[config.mk]
export PLATFORM = sky130hd
export DESIGN_NAME = shift_sequencer
export DESIGN_NICKNAME = d
export VERILOG_FILES = /design/src/rtl/shift_sequencer.sv
export SDC_FILE = /design/constraint.sdc
export NUM_CORES = 1
export LEC_CHECK = 0
export CORE_UTILIZATION = 52
export CTS_CLUSTER_SIZE = 24
export DETAILED_ROUTE_END_ITERATION = 10
export GPL_TIMING_DRIVEN = 0
export PLACE_DENSITY = 0.8
export REMOVE_ABC_BUFFERS = 1
export SYNTH_ARGS = -nofsm -noshare
export SYNTH_HDL_FRONTEND = slang
export SYNTH_SLANG_ARGS = --single-unit
[constraint.sdc]
create_clock -name clock -period 2.8 [get_ports clock]
set_input_delay 0.56 -clock clock [delete_from_list [all_inputs] [get_ports clock]]
set_output_delay 0.56 -clock clock [all_outputs]
set_load 0.03 [all_outputs]
[src/rtl/shift_sequencer.sv]
// shift_sequencer: sequenced serial shifter with a start/busy/done handshake.
// Captures an operand, a shift distance and an op code, then performs one
// 1-bit shift per clock. The result register is loaded only on entry to DONE.
// Optional build macro: SHIFT_ROTATE_EN (op=11 rotates right; otherwise SRL).
module shift_sequencer #(
    parameter int WIDTH = 32,
    parameter int AMT_W = 5
) (
    input  logic             clock,
    input  logic             reset,
    input  logic             start,
    input  logic [1:0]       op,
    input  logic [WIDTH-1:0] din,
    input  logic [AMT_W-1:0] amount,
    output logic             busy,
    output logic             done,
    output logic [WIDTH-1:0] result
);

    typedef enum logic [1:0] {
        IDLE  = 2'd0,
        SHIFT = 2'd1,
        DONE  = 2'd2
    } state_t;

    localparam logic [1:0] OP_SLL = 2'b00;
    localparam logic [1:0] OP_SRL = 2'b01;
    localparam logic [1:0] OP_SRA = 2'b10;

    state_t             state_reg, state_next;
    logic [WIDTH-1:0]   sr_reg, sr_next;
    logic [AMT_W-1:0]   cnt_reg, cnt_next;
    logic [1:0]         op_reg, op_next;
    logic [WIDTH-1:0]   result_reg, result_next;

    logic [WIDTH-1:0]   shl_val;
    logic [WIDTH-1:0]   shr_val;
    logic               shr_fill;
    logic [WIDTH-1:0]   shift_val;

    // One-bit neighbour wiring for left and right shifts.
    generate
        for (genvar gi = 0; gi < WIDTH - 1; gi++) begin : g_neigh
            assign shl_val[gi+1] = sr_reg[gi];
            assign shr_val[gi]   = sr_reg[gi+1];
        end
    endgenerate
    assign shl_val[0]       = 1'b0;
    assign shr_val[WIDTH-1] = shr_fill;

    // Fill bit entering at the MSB for right-going ops.
    always_comb begin
        shr_fill = 1'b0;
        case (op_reg)
            OP_SRA:  shr_fill = sr_reg[WIDTH-1];
`ifdef SHIFT_ROTATE_EN
            2'b11:   shr_fill = sr_reg[0];
`endif
            default: shr_fill = 1'b0;
        endcase
    end

    // Select the direction of the single-bit step.
    always_comb begin
        shift_val = (op_reg == OP_SLL) ? shl_val : shr_val;
    end

    // Next-state, datapath updates and handshake outputs.
    always_comb begin
        state_next  = state_reg;
        sr_next     = sr_reg;
        cnt_next    = cnt_reg;
        op_next     = op_reg;
        result_next = result_reg;
        busy        = 1'b0;
        done        = 1'b0;
        case (state_reg)
            SHIFT: begin
                busy     = 1'b1;
                sr_next  = shift_val;
                cnt_next = cnt_reg - AMT_W'(1);
                if (cnt_reg == AMT_W'(1)) begin
                    state_next  = DONE;
                    result_next = shift_val;
                end
            end
            IDLE, DONE: begin
                done = (state_reg == DONE);
                if (start) begin
                    sr_next  = din;
                    cnt_next = amount;
                    op_next  = op;
                    if (amount == '0) begin
                        // Zero distance: result is the operand itself.
                        state_next  = DONE;
                        result_next = din;
                    end else begin
                        state_next = SHIFT;
                    end
                end else begin
                    state_next = IDLE;
                end
            end
            default: state_next = IDLE;
        endcase
    end

    // State and datapath registers; reset aborts any operation in flight.
    always_ff @(posedge clock or posedge reset) begin
        if (reset) begin
            state_reg  <= IDLE;
            sr_reg     <= '0;
            cnt_reg    <= '0;
            op_reg     <= '0;
            result_reg <= '0;
        end else begin
            state_reg  <= state_next;
            sr_reg     <= sr_next;
            cnt_reg    <= cnt_next;
            op_reg     <= op_next;
            result_reg <= result_next;
        end
    end

    assign result = result_reg;

endmodule

; ---- Yosys cells after proc, flatten, opt, wreduce, memory -nomap -nowiden
; Index checks and enable logic that the tools add are counted.
[word_totals]
wordCells = 37
out_inout_bits = 34
regBits = 73
[classes]
muxes = 16
n_eq_ne = 7
n_addsub = 1
reduce_logical = 8
[op_table]
columns = operator, n
row1 = $mux 32, 5
row2 = $pmux 32 s2, 2
row3 = $pmux 5 s2, 1
row4 = $mux 2, 3
row5 = $ne 2x2->1 const B, 3
row6 = $eq 5x1->1 const B, 1
row7 = $logic_not 5->1, 1
row8 = $mux 5, 1
row9 = $sub 5x1->5 const B, 1
row10 = $eq 2x2->1 const B, 2
row11 = $logic_not 2->1, 2
row12 = $pmux 2 s2, 1
row13 = $reduce_and 2->1, 2
row14 = $reduce_and 4->1, 1
row15 = $mux 1, 3
row16 = $eq 2x1->1 const B, 1
row17 = $reduce_bool 2->1, 1
row18 = $reduce_or 2->1, 1

; ---- Logic depth before layout (Yosys ltp)
; Gate-level depths: netlist of the first run.
[logic_depth]
ltp_word = 5
mapped_depth = 7

; ---- Least setup slack after synthesis of the first run
; Ideal clock, no wire load.
[synth_timing]
path_kind = input -> register
startpoint = input amount[3]
endpoint = register result_reg[10], in the netlist result[10]
setup_time_ns = 0.125
required_ns = 2.675
path_slack_ns = 0.833
t_arrival_ns = 1.842
cell_stages = 5
path_cell_list = or4_4 > o2bb2a_4 > buf_6 > buf_12 > mux2_4
[synth_between]
elab_chain_len = 3
[synth_rtl]
columns = element, line_no
row1 = from (decl), 14  ; input logic [AMT_W-1:0] amount,
row2 = $logic_not 5->1, 93  ; if (amount == '0) begin
row3 = $ne 2x2->1 (no line), -
row4 = $reduce_and 4->1 (no line), -
row5 = to (signal assigned), 121  ; result_reg <= result_next;
row6 = to (decl), 34  ; logic [WIDTH-1:0] result_reg, result_next;
; No other way between the ends.
; A chain may end at the register's enable or synchronous reset.

; ---- Final worst setup path of the first run
[layout_timing]
startpoint = register state_reg[0]
endpoint = output busy
[layout_between]
elab_chain_len = 2
[layout_rtl]
columns = element, line_no
row1 = from (decl), 30  ; state_t state_reg, state_next;
row2 = from (signal assigned), 117  ; state_reg <= state_next;
row3 = $eq 2x1->1, 77  ; case (state_reg)
row4 = $mux 1, 77
row5 = to (decl), 15  ; output logic busy,
; No other way between the ends.

==> impl_metrics.csv, run 1 <==
group,metric,value,unit
outcome,status,"finished, final reports clean",
clock_network,cts.sinks,73,
routing,wirelength,8.06,mm
clock_network,cts-buffers-inserted,9,
setup_path,cp_max_fo,43,
synth,avgSynthCellArea,11.7,um^2
synth,synth_seq_cells,73,
routing,drt-wirelength-per-cell,16.2,um
clock_network,cts_buffer_depth,2,
job,cap_violations,0,
place,numPortBuffers,75,
routing,firstDrtPassIters,6,
place,pre_cts_slack,-0.0509,ns
floorplanning,rows,31,
sta,setup_viol,0,
synth,synth_edf_count,0,
global_routing,grt_max_degree,46,
sta,fin_crit_sh,94.4,%
synth,synth_warnings,0,
synth,syn_inst,333,
clock_network,clk_latency,0.34,ns
sta,setup_ws,0.157,ns
setup_path,rr_startpoint,"state_reg[0]",
routing,final_antenna_net_count,0,
sta,slew_headroom,34.0,%
routing,routed-via-count,2793,
setup_path,cp.arrival,2.08,ns
floorplanning,start_util,53.8,%
final_layout,final_common_cell,"clkdlybuf4s50_1",
min_path,min_from,"sr_reg[0]",
final_layout,final_cell_mix,"75 x clkdlybuf4s50_1, 72 x dfrtp_1, 37 x mux2_2",
global_routing,antenna_found_initial,0,
sta,hold_violations,0,
setup_path,path_class,"reg -> out",
final_layout,area_growth,26.2,%
power_and_ir_drop,p_per_area,1270,mW/mm^2
synth,synthArstFlopShare,100,%
routing,first_iter_violations,150,
clock_network,cts_tree,"built",
final_layout,drive_above_1_share,28.5,%
sta,tightestPinTransition,0.989,ns
power_and_ir_drop,finalPower,0.00622,W
setup_path,startpoint,"state_reg[0]",
floorplanning,io_pins,76,
routing,avgViaCountPerCell,5.60,
floorplanning,coreArea,0.00721,mm^2
synth,synth-seq-area-share,47.1,%
final_layout,antennaDiodeCount,0,
floorplanning,die_area,0.00781,mm^2
routing,drc,0,
setup_path,required,2.24,ns
clock_network,htree_num_levels,3,
sta,rsz0062_at_grt,"false",
global_routing,grt_first_pass_wirelength,12.8,mm
final_layout,finalInstanceArea,0.00490,mm^2
global_routing,track_usage,21.5,%
sta,skew,0.0103,ns
sta,min_period,2.64,ns
sta,fmax,378,MHz
synth,synth_cell_types,30,
floorplanning,die_x,88.4,um
power_and_ir_drop,vdd.ir_drop.worst,777,uV
place,gp_congestion,0.791,
synth,netlist_area,0.00388,mm^2
global_routing,grt_pass1_vias,2799,
synth,ys.flop_type,"dfrtp_1",
setup_path,r2r_slack,0.35,ns
clock_network,clk_pin_slew,0.08,ns
global_routing,overflow,0,
place,post-dp-hpwl,5.11,mm
clock_network,cts_hold_buf,0,
setup_path,cp-end-kind,"primary output",
sta,slew_violations,0,
clock_network,cts_root_buffer,"clkbuf_8",
min_path,holdCritPathClass,"reg -> reg",
setup_path,start_kind,"register",
final_layout,nets,439,
floorplanning,die_h,88.4,um
place,placed_cell_area,0.00469,mm^2
power_and_ir_drop,power.leakage,2.11,nW
cells in the mapped netlist, types with 5 or more instances:
master / count / area, um^2
a31oi_1: 30 / 188
or3b_2: 23 / 201
clkbuf_1: 21 / 78.8
o21ai_0: 30 / 150
mux2_2: 37 / 417
inv_1: 8 / 30.0
dfrtp_1: 73 / 1830
or3b_1: 8 / 70.1
mux2_4: 29 / 435
nor2b_1: 5 / 31.3
nor2_1: 30 / 113
worst paths after layout:
check | to | depth (start not counted)
worst max-delay path | busy | 4
worst min-delay path | sr_reg[0] | 1
worst max register to register | sr_reg[30] | 4
worst min register to register | sr_reg[0] | 1
max in group asynchronous | sr_reg[12] | 3
min in group asynchronous | result[11] | 2
where the power goes:
group          internal (W)  total [W]  switching [W]
logic               0.00179    0.00332        0.00153
clock network      0.000417   0.000795       0.000378
registers           0.00161    0.00211       0.000499
total               0.00381    0.00622        0.00241
cells by family after synthesis:
family,share of synthesized area [%]
fa+ha+maj,0.645
buf+inv,5.16
simple gates,12.4
flops,47.1
mux,23.0
compound gates,11.1
xor+xnor,0.677
critical path, stage by stage, from the launching register on:
cell and delay [ns]:
dfrtp_4 0.56, buf_12 0.24, nand2b_1 0.11, inv_1 0.13, clkdlybuf4s50_1 0.69
layer usage:
layer  global-route usage, %  up-vias  share of wire (%)
li1                        -     1328                  -
met1                    26.8     1381                 45
met2                    36.9       68                 50
met3                    3.64       16                3.6
met4                    9.38        0                1.7
met5                       0        -                  0
area by class of cell:
cell class	instances	area [um^2]
multi-input cells	223	1850
inverters	8	32.5
well taps	99	124
clock inverters	2	10.0
fillers	572	2320
flip-flops and latches	73	1830
clock buffers	14	183
repair buffers	80	865
what timing repair did:
action                     in CTS  in global routing
cloned                          0                  0
setup buffers                   0                  1
gates resized for setup         1                  0
setup endpoints to repair       1                  1
metrics by stage:
stage / setup TNS [ns] / std cells / utilization [%] / hold slack, ns
after CTS: 0 / 498 / 67.7 / 0.508
after floorplan: -4.86 / 304 / - / 0.473
after global routing: 0 / 499 / 67.9 / 0.518
final: 0 / 499 / 67.9 / 0.505
after global placement: -105.02 / 478 / 63.6 / 0.487
after detailed placement: -1.20 / 482 / 65.0 / 0.492
No activity file was read; power rests on OpenSTA's default activity.
==> inputs of run 2 (changes only) <==
CAP_MARGIN = 20   (was default)
==> run 2 against run 1 <==
Clock skew unchanged. Highest routed layer unchanged. Worst hold slack unchanged. Critical endpoint unchanged. Die area is the same. Cell area did not move. Via count stayed put.
==> impl_metrics.csv, run 2 (synthesized netlist as in run 1, its figures left out) <==
group,metric,value,unit
routing,first_iter_violations,150,
clock_network,clk_pin_slew,0.08,ns
global_routing,grt_max_degree,46,
clock_network,cts_root_buffer,"clkbuf_8",
floorplanning,die_area,0.00781,mm^2
routing,drt-wirelength-per-cell,16.2,um
clock_network,cts_tree,"built",
setup_path,start_kind,"register",
sta,min_period,2.64,ns
sta,tightestPinTransition,0.989,ns
routing,final_antenna_net_count,0,
sta,fin_crit_sh,94.4,%
sta,skew,0.0103,ns
final_layout,nets,439,
place,numPortBuffers,75,
power_and_ir_drop,power.leakage,2.11,nW
routing,avgViaCountPerCell,5.60,
global_routing,overflow,0,
setup_path,slowest_stage,"clkdlybuf4s50_1",
final_layout,fillers,572,
final_layout,final_common_cell,"clkdlybuf4s50_1",
sta,slew_headroom,34.0,%
clock_network,cts_buffer_depth,2,
power_and_ir_drop,finalPower,0.00622,W
final_layout,area_growth,26.2,%
sta,rsz0062_at_grt,"false",
global_routing,grt_first_pass_wirelength,12.8,mm
sta,hold_violations,0,
setup_path,path_class,"reg -> out",
place,gp_congestion,0.791,
sta,fmax,378,MHz
place,post-dp-hpwl,5.11,mm
floorplanning,die_x,88.4,um
setup_path,cp.arrival,2.08,ns
min_path,holdCritPathClass,"reg -> reg",
sta,setup_ws,0.157,ns
routing,firstDrtPassIters,6,
final_layout,antennaDiodeCount,0,
setup_path,crit_chain,"buf_12, nand2b_1, inv_1, clkdlybuf4s50_1",
clock_network,cts-buffers-inserted,9,
outcome,status,"finished, final reports clean",
sta,slew_violations,0,
setup_path,cp-end-kind,"primary output",
floorplanning,io_pins,76,
global_routing,grt_pass1_vias,2799,
sta,setup_viol,0,
setup_path,cp_num_buf_inv,3,
global_routing,antenna_found_initial,0,
floorplanning,start_util,53.8,%
job,cap_violations,0,
clock_network,htree_num_levels,3,
power_and_ir_drop,vdd.ir_drop.worst,777,uV
setup_path,crit_family,"buffers and inverters",
setup_path,max_stage_delay,0.69,ns
place,pre_cts_slack,-0.0509,ns
floorplanning,coreArea,0.00721,mm^2
global_routing,track_usage,21.5,%
setup_path,required,2.24,ns
routing,wirelength,8.06,mm
power_and_ir_drop,p_per_area,1270,mW/mm^2
clock_network,cts.sinks,73,
clock_network,clk_latency,0.34,ns
routing,drc,0,
sta,hold_slack,0.505,ns
final_layout,final_cell_mix,"75 x clkdlybuf4s50_1, 72 x dfrtp_1, 37 x mux2_2",
floorplanning,rows,31,
floorplanning,die_h,88.4,um
final_layout,post-route-util,67.9,%
setup_path,cp_max_fo,43,
routing,routed-via-count,2793,
final_layout,drive_above_1_share,28.5,%
[run 2: cell counts in the layout (fill, tap and decap cells not counted)]
No cell type changed its count.
[run 2: area by class of cell]
type                    count  area (um^2)  area share (%)
repair buffers             80          865            17.7
multi-input cells         223         1850            37.9
inverters                   8         32.5           0.664
flip-flops and latches     73         1830            37.4
clock buffers              14          183            3.73
well taps                  99          124            2.53
clock inverters             2         10.0           0.204
[run 2: timing repair]
action,4_1_cts,5_1_grt
hold buffers,0,0
gates resized for setup,1,0
endpoints found under the setup margin,1,1
setup buffers,0,1
[run 2: stage by stage]
step,instances,area [um^2],setup TNS [ns]
3_3_place_gp,478,4590,-105.02
2_1_floorplan,304,3710,-4.86
3_5_place_dp,482,4690,-1.20
4_1_cts,498,4890,0
6_report,499,4900,0
5_1_grt,499,4900,0
[run 2: power by group]
part | switching [W] | internal [W] | total [W]
Combinational | 0.00153 | 0.00179 | 0.00332
Sequential | 0.000499 | 0.00161 | 0.00211
Clock | 0.000378 | 0.000417 | 0.000795
Total | 0.00241 | 0.00381 | 0.00622
[run 2: routing by layer]
| layer | up-vias | wire length [um] | global-route usage [%] |
|---|---|---|---|
| met5 | - | 0 | 0 |
| met4 | 0 | 141 | 9.38 |
| met3 | 16 | 294 | 3.64 |
| met2 | 68 | 4000 | 36.9 |
| met1 | 1381 | 3620 | 26.8 |
| li1 | 1328 | - | - |
[run 2: worst paths after layout]
check / startpoint / to / slack, ns / cells past startpoint
setup / recovery: state_reg[0] / busy / 0.16 / 4
hold / removal: sr_reg[0] / sr_reg[0] / 0.50 / 1
setup reg to reg: state_reg[0] / sr_reg[30] / 0.35 / 4
hold reg to reg: sr_reg[0] / sr_reg[0] / 0.50 / 1
max in group asynchronous: reset / sr_reg[12] / 1.69 / 3
min in group asynchronous: reset / result[11] / 0.57 / 2
==> inputs of run 3 (changes only) <==
HOLD_SLACK_MARGIN = 0.15   (was default)
==> results of run 3 <==
No change in the layout: final DEF, timing and power equal those of run 2.
